`src/rtl/i2s_mic_capture.sv`:
```
// Master-mode I2S capture for a single MEMS microphone (left slot only).
// Generates BCLK/LRCLK from clk, deserialises DOUT, keeps the top OUT_BITS of
// each left sample and publishes NSAMP samples at a time on frame/new_t.
//
// Ports:
//   clk      system clock
//   reset_n  asynchronous active-low reset
//   enable   capture enable (level); low returns to IDLE, dropping partial data
//   DOUT     microphone serial data, asynchronous to clk
//   BCLK     bit clock, clk/(2*CLK_DIV), registered
//   LRCLK    word select, registered; low = left slot
//   frame    NSAMP packed samples, t0 (oldest) in the low OUT_BITS
//   new_t    one-clk pulse, frame updated on the same edge
//   busy     high while not IDLE
module i2s_mic_capture #(
  parameter int unsigned CLK_DIV       = 8,
  parameter int unsigned SLOT_BITS     = 32,
  parameter int unsigned SAMPLE_BITS   = 24,
  parameter int unsigned OUT_BITS      = 10,
  parameter int unsigned NSAMP         = 16,
  parameter int unsigned WARMUP_FRAMES = 16
) (
  input  logic                      clk,
  input  logic                      reset_n,
  input  logic                      enable,
  input  logic                      DOUT,
  output logic                      BCLK,
  output logic                      LRCLK,
  output logic [NSAMP*OUT_BITS-1:0] frame,
  output logic                      new_t,
  output logic                      busy
);

  localparam int unsigned DIV_W  = $clog2(CLK_DIV);
  localparam int unsigned BIT_W  = $clog2(2 * SLOT_BITS);
  localparam int unsigned SAMP_W = (NSAMP > 1) ? $clog2(NSAMP) : 1;
  localparam int unsigned WARM_W = $clog2(WARMUP_FRAMES + 1);
  localparam int unsigned SH_W   = OUT_BITS - 1;
  localparam int unsigned FW     = NSAMP * OUT_BITS;

  localparam logic [DIV_W-1:0]  DIV_LAST  = DIV_W'(CLK_DIV - 1);
  localparam logic [BIT_W-1:0]  BIT_LAST  = BIT_W'(2 * SLOT_BITS - 1);
  localparam logic [BIT_W-1:0]  SLOT_B    = BIT_W'(SLOT_BITS);
  localparam logic [BIT_W-1:0]  OUT_B     = BIT_W'(OUT_BITS);
  localparam logic [SAMP_W-1:0] SAMP_LAST = SAMP_W'(NSAMP - 1);
  localparam logic [WARM_W-1:0] WARM_LAST = WARM_W'(WARMUP_FRAMES - 1);

  typedef enum logic [1:0] {
    ST_IDLE    = 2'd0,
    ST_WARMUP  = 2'd1,
    ST_CAPTURE = 2'd2
  } state_e;

  state_e              state_q, state_d;
  logic [DIV_W-1:0]    div_cnt_q, div_cnt_d;
  logic                bclk_q, bclk_d;
  logic                lrclk_q, lrclk_d;
  logic [BIT_W-1:0]    bit_cnt_q, bit_cnt_d;
  logic [WARM_W-1:0]   warm_cnt_q, warm_cnt_d;
  logic [SAMP_W-1:0]   samp_cnt_q, samp_cnt_d;
  logic [SH_W-1:0]     shift_q, shift_d;
  logic [OUT_BITS-1:0] buf_q [NSAMP];
  logic [OUT_BITS-1:0] buf_d [NSAMP];
  logic [FW-1:0]       frame_q, frame_d;
  logic                new_t_q, new_t_d;
  logic                busy_q, busy_d;
  logic                flush_q, flush_d;
  logic                din_meta_q, din_meta_d;
  logic                din_sync_q, din_sync_d;

  // End of a half period; a fall of BCLK doubles as the capture strobe.
  logic                tick;
  logic                fall;
  logic [BIT_W-1:0]    bit_nxt;
  logic [OUT_BITS-1:0] word;

  assign tick    = (div_cnt_q == DIV_LAST);
  assign fall    = tick & bclk_q;
  assign bit_nxt = (bit_cnt_q == BIT_LAST) ? '0 : bit_cnt_q + 1'b1;
  assign word    = {shift_q, din_sync_q};

  // State register and all flops.
  always_ff @(posedge clk or negedge reset_n) begin
    if (!reset_n) begin
      state_q    <= ST_IDLE;
      div_cnt_q  <= '0;
      bclk_q     <= 1'b0;
      lrclk_q    <= 1'b0;
      bit_cnt_q  <= '0;
      warm_cnt_q <= '0;
      samp_cnt_q <= '0;
      shift_q    <= '0;
      for (int k = 0; k < NSAMP; k++) buf_q[k] <= '0;
      frame_q    <= '0;
      new_t_q    <= 1'b0;
      busy_q     <= 1'b0;
      flush_q    <= 1'b0;
      din_meta_q <= 1'b0;
      din_sync_q <= 1'b0;
    end else begin
      state_q    <= state_d;
      div_cnt_q  <= div_cnt_d;
      bclk_q     <= bclk_d;
      lrclk_q    <= lrclk_d;
      bit_cnt_q  <= bit_cnt_d;
      warm_cnt_q <= warm_cnt_d;
      samp_cnt_q <= samp_cnt_d;
      shift_q    <= shift_d;
      for (int k = 0; k < NSAMP; k++) buf_q[k] <= buf_d[k];
      frame_q    <= frame_d;
      new_t_q    <= new_t_d;
      busy_q     <= busy_d;
      flush_q    <= flush_d;
      din_meta_q <= din_meta_d;
      din_sync_q <= din_sync_d;
    end
  end

  // Next-state, clock generation, deserialiser and frame publish.
  always_comb begin
    state_d    = state_q;
    div_cnt_d  = div_cnt_q;
    bclk_d     = bclk_q;
    lrclk_d    = lrclk_q;
    bit_cnt_d  = bit_cnt_q;
    warm_cnt_d = warm_cnt_q;
    samp_cnt_d = samp_cnt_q;
    shift_d    = shift_q;
    for (int k = 0; k < NSAMP; k++) buf_d[k] = buf_q[k];
    frame_d    = frame_q;
    new_t_d    = 1'b0;
    flush_d    = 1'b0;
    din_meta_d = DOUT;
    din_sync_d = din_meta_q;

    if (!enable) begin
      // Drop everything except the last published frame.
      state_d    = ST_IDLE;
      div_cnt_d  = '0;
      bclk_d     = 1'b0;
      lrclk_d    = 1'b0;
      bit_cnt_d  = '0;
      warm_cnt_d = '0;
      samp_cnt_d = '0;
      shift_d    = '0;
      for (int k = 0; k < NSAMP; k++) buf_d[k] = '0;
    end else begin
      case (state_q)
        ST_IDLE: begin
          state_d = ST_WARMUP;
        end

        ST_WARMUP, ST_CAPTURE: begin
          div_cnt_d = tick ? '0 : div_cnt_q + 1'b1;
          if (tick) bclk_d = ~bclk_q;
          if (fall) begin
            bit_cnt_d = bit_nxt;
            lrclk_d   = (bit_nxt >= SLOT_B);
          end

          if (state_q == ST_WARMUP) begin
            // Count whole LR frames; capture begins at a slot boundary.
            if (fall && (bit_cnt_q == BIT_LAST)) begin
              if (warm_cnt_q == WARM_LAST) begin
                state_d    = ST_CAPTURE;
                warm_cnt_d = '0;
              end else begin
                warm_cnt_d = warm_cnt_q + 1'b1;
              end
            end
          end else begin
            // Left-slot bits 1..OUT_BITS-1 shift in; bit OUT_BITS completes the word.
            if (fall && (bit_cnt_q != '0) && (bit_cnt_q < OUT_B)) begin
              shift_d = SH_W'(word);
            end
            if (fall && (bit_cnt_q == OUT_B)) begin
              buf_d[samp_cnt_q] = word;
              if (samp_cnt_q == SAMP_LAST) begin
                samp_cnt_d = '0;
                flush_d    = 1'b1;
              end else begin
                samp_cnt_d = samp_cnt_q + 1'b1;
              end
            end
            // Buffer is complete one clk after the last write.
            if (flush_q) begin
              for (int k = 0; k < NSAMP; k++) begin
                frame_d[k*OUT_BITS +: OUT_BITS] = buf_q[k];
              end
              new_t_d = 1'b1;
            end
          end
        end

        default: begin
          state_d = ST_IDLE;
        end
      endcase
    end

    busy_d = (state_d != ST_IDLE);
  end

  assign BCLK  = bclk_q;
  assign LRCLK = lrclk_q;
  assign frame = frame_q;
  assign new_t = new_t_q;
  assign busy  = busy_q;

endmodule

```
`config.mk`:
```
export PLATFORM = sky130hd
export DESIGN_NAME = i2s_mic_capture
export DESIGN_NICKNAME = d
export VERILOG_FILES = /design/src/rtl/i2s_mic_capture.sv
export SDC_FILE = /design/constraint.sdc
export NUM_CORES = 1
export LEC_CHECK = 0
export ABC_CLOCK_PERIOD_IN_PS = 2200
export CAP_MARGIN = 5
export CORE_MARGIN = 4
export CORE_UTILIZATION = 25
export CTS_BUF_LIST = sky130_fd_sc_hd__clkbuf_16
export DETAILED_ROUTE_END_ITERATION = 10
export PLACE_DENSITY = 0.53
export SKIP_CTS_REPAIR_TIMING = 1
export SLEW_MARGIN = 10
export SYNTH_ARGS = -nofsm -noshare
export SYNTH_HDL_FRONTEND = slang
export SYNTH_SLANG_ARGS = --single-unit
export TNS_END_PERCENT = 30
```
`constraint.sdc`:
```
create_clock -name clk -period 2.2 [get_ports clk]
set_clock_uncertainty 0.1 [all_clocks]
set_input_delay 0.44 -clock clk [delete_from_list [all_inputs] [get_ports clk]]
set_output_delay 0.44 -clock clk [all_outputs]
set_load 0.01 [all_outputs]
```
# After elaboration in Yosys (flattened, before gate mapping)
# Index checks and enable logic that the tools add are counted.
# W data, S select, Z words.
op_classes:
  n_addsub: 4
  order_cmp: 4
  eq_ne: 15
  muxes: 48
  bitwise: 4
  n_reduce_logical: 15
ops:
  columns: ["op", "count"]
  rows:
  - ["$mux W160", 4]
  - ["$bwmux W160", 1]
  - ["$demux W10 S4", 1]
  - ["$mux W9", 4]
  - ["$mux W5", 5]
  - ["$mux W6", 4]
  - ["$mux W4", 5]
  - ["$mux W1", 15]
  - ["$ne A2 B1 Y1 const B", 7]
  - ["$mux W10", 1]
  - ["$mux W3", 3]
  - ["$reduce_and A3 Y1", 3]
  - ["$mux W2", 4]
  - ["$add A6 B1 Y6 const B", 1]
  - ["$eq A6 B4 Y1 const B", 1]
  - ["$eq A6 B6 Y1 const B", 1]
  - ["$ge A6 B6 Y1 const B", 1]
  - ["$lt A6 B4 Y1 const B", 1]
  - ["$reduce_bool A6 Y1", 1]
  - ["$add A5 B1 Y5 const B", 1]
  - ["$eq A5 B4 Y1 const B", 1]
  - ["$ge A5 B5 Y1 const B", 1]
  - ["$logic_and A1 B1 Y1", 5]
  - ["$lt A5 B1 Y1 const B", 1]
  - ["16 further kinds", 18]
totals:
  ff_bits: 356
  input_bits: 4

# Longest topological paths before layout
# Gate-level depths: netlist of run 1.
logic_depth:
  ltp_word: 10
  depth_mapped: 10
  depth_no_buf: 7

# Least setup slack after synthesis of run 1
# Ideal clock, no wire load.
synth_timing:
  path_kind: "register to register"
  start: "reg state_q[0]"
  end: "reg samp_cnt_q[3]"
  setup_time_ns: 0.122
  arrival_time_ns: 2.149
  required_time_ns: 1.978
  slack_ns: -0.171
  stages_incl_launch_ff: 7
  period_less_slack_ns: 2.371
  path_cell_list: "dfrtp_1 -> ha_1 -> or4b_4 -> buf_12 -> nor3_4 -> mux2_1 -> a32o_1"
synth_via:
  elab_chain_len: 4
  elab_cells_between_ends: 6
  classes_between: "4 x eq/ne; 2 x reduce/logical"
synth_rtl:
  columns: ["item", "line_no", "source"]
  rows:
  - ["from (decl)", "54", "state_e state_q, state_d;"]
  - ["from (signal assigned)", "101", "state_q <= state_d;"]
  - ["$eq A2 B1 Y1 / $eq A2 B2 Y1 (equally long branches)", "148, 161", null]
  - ["$reduce_or A2 Y1", "148", "case (state_q)"]
  - ["$ne A2 B1 Y1 (no line)", null, null]
  - ["$reduce_and A3 Y1 (no line) (*)", null, null]
  - ["to (signal assigned)", "107", "samp_cnt_q <= samp_cnt_d;"]
  - ["to (decl)", "60", "logic [SAMP_W-1:0] samp_cnt_q, samp_cnt_d;"]
# Every way passes the cells marked *; elsewhere a longest branch is shown, timed or not.
# A chain may end at the register's enable or synchronous reset.

# Final worst setup path of run 1
# Same ends and word-level chain as after synthesis.

==> results of run 1 <==
worst max-delay path, cell delays in order, from the launching register on:
cell	delay, ps
dfrtp_1	390
inv_2	60
ha_4	280
or4b_4	550
buf_4	190
nor3_4	160
mux2_4	320
a32o_1	200
metrics by stage:
step | hold slack [ps] | TNS, ps | worst slack (ps) | util, % | std cells
finish | 156 | -3940 | -137 | 32.8 | 2406
global route | 118 | -16350 | -212 | 32.8 | 2406
CTS | -338 | -14890 | -255 | 32.4 | 2393
detailed placement | 248 | -14290 | -233 | 30.3 | 2322
global placement | 254 | -10130 | -186 | 30.3 | 2322
floorplan | 44.4 | -2300 | -75.7 | - | 1417
layer usage:
layer	vias up	GRT usage (%)
li1	4903	-
met1	5110	17.5
met2	166	21.2
met3	54	2.61
met4	0	3.51
met5	-	0
synthesized netlist by cell type (2+ instances only):
cell type | n | area (µm²)
a22o_1 | 9 | 78.8
a32o_1 | 2 | 20.0
and2_1 | 8 | 50.1
and3_1 | 8 | 50.1
and3b_1 | 6 | 52.6
and4_1 | 2 | 17.5
buf_2 | 19 | 95.1
buf_4 | 20 | 150
buf_6 | 10 | 113
clkbuf_1 | 54 | 203
dfrtp_1 | 356 | 8910
ha_1 | 13 | 163
inv_1 | 6 | 22.5
mux2i_1 | 168 | 1680
nand2_1 | 500 | 1880
nand2b_1 | 2 | 12.5
nand3_1 | 7 | 35.0
nand3b_1 | 5 | 37.5
nand4_1 | 11 | 68.8
nor2_1 | 10 | 37.5
nor2b_1 | 159 | 995
nor3b_1 | 6 | 45.0
nor4_4 | 8 | 170
o211ai_1 | 2 | 15.0
o21ai_0 | 2 | 10.0
xnor2_1 | 5 | 43.8
area by class of cell:
class | count | area (µm²) | share of cell area (%)
inverter | 7 | 31.3 | 0.160
sequential | 356 | 8910 | 45.7
tap | 773 | 967 | 4.96
multi-input combinational | 950 | 5690 | 29.2
clock inverter | 30 | 214 | 1.10
timing repair buffer | 249 | 2650 | 13.6
clock buffer | 41 | 1030 | 5.26
report_power, final:
group          internal (mW)  total, mW  switching [mW]
logic                  0.128      0.375           0.247
clock network           3.64       6.45            2.81
registers               6.56       6.56         0.00473
total                   10.3       13.4            3.06
logic make-up (layout without fill, tap and decap cells):
logic type      Yosys count  count (layout)  synth area share, %
fa+ha+maj                13              13                 1.07
compound gates           23              23                 1.20
buf+inv                 112             327                 4.03
mux                     169             169                 11.2
simple gates            739             740                 23.4
flops                   356             356                 58.8
xor+xnor                  5               5                0.289
flip-flops by register name, summed over array words and instances (netlist names), 2 cells and up:
register / cells
bit_cnt_q: 6
buf_q: 160
div_cnt_q: 3
frame: 160
samp_cnt_q: 4
shift_q: 9
state_q: 2
warm_cnt_q: 5
worst paths after layout:
check	from	to	slack [ps]	cells after the start
setup / recovery	state_q[0]	samp_cnt_q[3]	-140	7
hold / removal	enable	buf_q[39]	160	2
setup reg to reg	state_q[0]	samp_cnt_q[3]	-140	7
hold reg to reg	din_meta_q	din_sync_q	250	0
max in group asynchronous	reset_n	buf_q[51]	920	3
min in group asynchronous	reset_n	shift_q[4]	290	2
==> impl_metrics.json, run 1 <==
{
  "p_per_area_nw_per_um2": 687,
  "fin_area_um2": 19500,
  "grt_use_total_pct": 12.9,
  "diodes": 0,
  "crit_required_ps": 2550,
  "cts_max_level": 2,
  "met2WireLength_um": 20200,
  "cts_buffers": 41,
  "power.leakage_nw": 9.66,
  "start_util_pct": 25.5,
  "arrival_ps": 2690,
  "drcViolationCount": 0,
  "ys_ff_latch": 356,
  "antenna_found_initial": 0,
  "rsz0062_at_grt": "yes",
  "clkTransAtPathRegs_ps": 60,
  "cp-end-kind": "flip-flop",
  "setup_violations": 56,
  "cts_root_buffer": "clkbuf_16",
  "drtIter0Drc": 683,
  "routabilityCongestion": 0.740,
  "finalHoldViolCount": 0,
  "outcome": "finished with violations",
  "synth_warnings": 0,
  "routed_via_density": 4.25,
  "netlist_instances": 1417,
  "finalCriticalPeriod_ps": 2340,
  "p_total_mw": 13.4,
  "failed_checks": "negative setup slack",
  "wl_met1_um": 19300,
  "die_area_um2": 64600,
  "core_area_um2": 59500,
  "fp.dieH_um": 254,
  "drive_gt1_share_pct": 10.0,
  "rows": 89,
  "clk_latency_ps": 570,
  "grt-ovfl-total": 0,
  "nFillCells": 6036,
  "die_w_um": 254,
  "critPathKind": "reg2reg",
  "post_dp_cell_area_um2": 18000,
  "nets": 1622,
  "synth_edf_count": 0,
  "grt_max_degree": 83,
  "worstPathMaxFanout": 5,
  "post-route-period-util_pct": 106,
  "layout.cells.most_common_list": "nand2_1, dfrtp_1, mux2i_1, clkdlybuf4s50_1, nor2b_1",
  "avgSynthCellArea_um2": 10.7,
  "final_common_cell": "nand2_1",
  "cts_tree": "done",
  "max_freq_ghz": 0.428,
  "ys_seq_area_share_pct": 58.8,
  "drt_wl_total_um": 42000,
  "max-slew-margin-rel_pct": 58.0,
  "worstSetupStartpointType": "flip-flop",
  "hp-class": "in2reg",
  "tightest_slew_ps": 629,
  "area_delta_synth_final_pct": 28.7,
  "top_layer_used": "met4",
  "drt_pre_antenna_iters": 4,
  "grt_pass1_vias": 10700,
  "clock_sinks": 356,
  "peakVddDrop_uv": 413,
  "io_pins": 168,
  "synth_ff_type": "dfrtp_1",
  "ys_types": 45,
  "wl_met3_um": 1670,
  "numPortBuffers": 167,
  "wl_per_cell_um": 17.5,
  "drv_cap": 0,
  "grt_pass1_wl_um": 64800,
  "netlist_area_um2": 15100,
  "vias": 10200,
  "maxSlewViolCount": 0,
  "fin_ws_ps": -137,
  "clock_path_buffers": 3,
  "async_flop_share_pct": 100,
  "ant_nets": 0,
  "place_hpwl_um": 27100,
  "syn-num-nets": 1434
}
Power figures use the tool's default switching activity.
==> run 2: changes to the inputs <==
Settings changed: PLACE_DENSITY 0.53 to unset, PLACE_DENSITY_LB_ADDON set to 0.1.
==> run 2 against run 1 <==
  * The flow still finishes with violations (negative setup slack)
  * Cell count up 1.2%
  * Highest routed layer unchanged
  * Clock power up 4.7%
  * Clock-buffer cell count up 5
  * Non-clock buffer count up 19
  * Power up 2.4%
  * Sequential power about the same
  * Die area unchanged
  * Maximum frequency up 2.0%
  * Register-to-register slack better by 50 ps
  * Sequential cell count unchanged
  * Combinational power up 6.1%
==> impl_metrics.json, run 2 (synthesized netlist as in run 1, its figures left out) <==
{
  "outcome": "finished with violations",
  "failed_checks": "negative setup slack",
  "cts_max_level": 2,
  "fin_ws_ps": -91.9,
  "clock_path_buffers": 3,
  "drcViolationCount": 0,
  "post_layout_nonfiller_instances": 2434,
  "tightest_slew_ps": 722,
  "reg2regPathDepth": 9,
  "nFillCells": 6092,
  "drt_wl_total_um": 44300,
  "cts_root_buffer": "clkbuf_16",
  "path_cells": "inv_2, ha_4, or4b_4, buf_6, nor4_4, buf_4, clkbuf_16, mux2i_1, nor2b_1",
  "finalCriticalPeriod_ps": 2290,
  "rsz0062_at_grt": "yes",
  "maxSlewViolCount": 0,
  "die_area_um2": 64600,
  "final_common_cell": "nand2_1",
  "start_util_pct": 25.5,
  "core_area_um2": 59500,
  "numPortBuffers": 167,
  "area_delta_synth_final_pct": 30.8,
  "worstPathMaxFanout": 5,
  "power.leakage_nw": 9.83,
  "layout.cells.most_common_list": "nand2_1, dfrtp_1, mux2i_1, clkdlybuf4s50_1, nor2b_1",
  "routabilityCongestion": 0.704,
  "place_hpwl_um": 28400,
  "clock_sinks": 356,
  "critPathKind": "reg2reg",
  "peakVddDrop_uv": 428,
  "critPathTopFamily": "simple AND/OR/NAND/NOR gates",
  "arrival_ps": 2640,
  "drt_pre_antenna_iters": 5,
  "cpPeakStageDelay_ps": 520,
  "vias": 10400,
  "rows": 89,
  "worstSetupStartpoint": "state_q[0]",
  "grt_pass1_wl_um": 69200,
  "clk_latency_ps": 560,
  "hp-class": "in2reg",
  "grt_max_degree": 82,
  "antenna_found_initial": 0,
  "drtIter0Drc": 450,
  "p_per_area_nw_per_um2": 692,
  "diodes": 0,
  "grt_use_total_pct": 13.9,
  "die_w_um": 254,
  "routed_via_density": 4.25,
  "drive_gt1_share_pct": 11.6,
  "r2r_setup_slack_ps": -90,
  "grt-ovfl-total": 0,
  "reg2reg_to": "buf_q[111]",
  "finalSetupTns_ps": -2890,
  "cts_buffers": 44,
  "critical_path_buf_inv_count": 4,
  "finalHoldViolCount": 0,
  "crit_required_ps": 2550,
  "fp.dieH_um": 254,
  "cp_slowest_cell": "or4b_4",
  "ant_nets": 0,
  "post-route-period-util_pct": 104,
  "cp-end-kind": "flip-flop",
  "grt_pass1_vias": 11100,
  "r2r-start": "state_q[0]",
  "drv_cap": 0,
  "place_inst": 2337,
  "max_freq_ghz": 0.436,
  "wl_per_cell_um": 18.2,
  "setup_violations": 51,
  "max-slew-margin-rel_pct": 51.9,
  "clkTransAtPathRegs_ps": 60,
  "nets": 1644,
  "cts_tree": "done",
  "min_to": "din_meta_q",
  "worstHoldStart": "DOUT",
  "holdPathStages": 1,
  "io_pins": 168,
  "worstSetupStartpointType": "flip-flop"
}
## run 2: changes by cell type in the layout (fill, tap and decap cells not counted), moves of 2 or more
cell and delta:
buf_2 +2, clkbuf_16 +5, inv_6 -4, inv_1 +2, clkinv_2 +7, buf_4 +12, buf_12 +7
## run 2: layer usage
metal / part of all wire, % / global-route usage (%) / up-vias / wire length [µm]
met3: 3.4 / 2.66 / 58 / 1490
li1: - / - / 4978 / -
met1: 46 / 18.7 / 5175 / 20500
met5: 0 / 0 / - / 0
met4: 1.8 / 3.04 / 0 / 793
met2: 49 / 23.3 / 144 / 21500
## run 2: layout make-up
cell class                      instances  area, µm²  share of cell area, %
Inverter                                7       31.3                  0.158
Clock buffer                           46       1150                   5.81
Sequential cell                       356       8910                   45.0
Tap cell                              773        967                   4.88
Clock inverter                         34        189                  0.954
Timing Repair Buffer                  268       2870                   14.5
Multi-Input combinational cell        950       5690                   28.7
## run 2: where the power goes
group	internal, mW	switching [mW]
Sequential	6.56	0.00524
Clock	3.88	2.87
Combinational	0.142	0.255
## run 2: how the worst max path moves through the flow
| stage | end | slack [ps] | cells after the start |
|---|---|---|---|
| floorplan | samp_cnt_q[3] | -80 | 7 |
| global placement | buf_q[111] | -150 | 8 |
| detailed placement | buf_q[89] | -230 | 7 |
| CTS | buf_q[111] | -230 | 8 |
| global route | buf_q[112] | -210 | 9 |
| finish | buf_q[111] | -90 | 9 |
## run 2: stage by stage
| step | util [%] | hold slack (ps) | instance area, µm² | power (mW) | setup WS [ps] |
|---|---|---|---|---|---|
| global route | 33.3 | 186 | 19800 | 14.3 | -208 |
| CTS | 32.9 | -332 | 19600 | 14.0 | -226 |
| global placement | 30.7 | 240 | 18200 | 7.06 | -153 |
| floorplan | - | 44.4 | 15200 | 6.81 | -75.7 |
| detailed placement | 30.7 | 237 | 18200 | 7.06 | -226 |
| finish | 33.3 | 215 | 19800 | 13.7 | -91.9 |
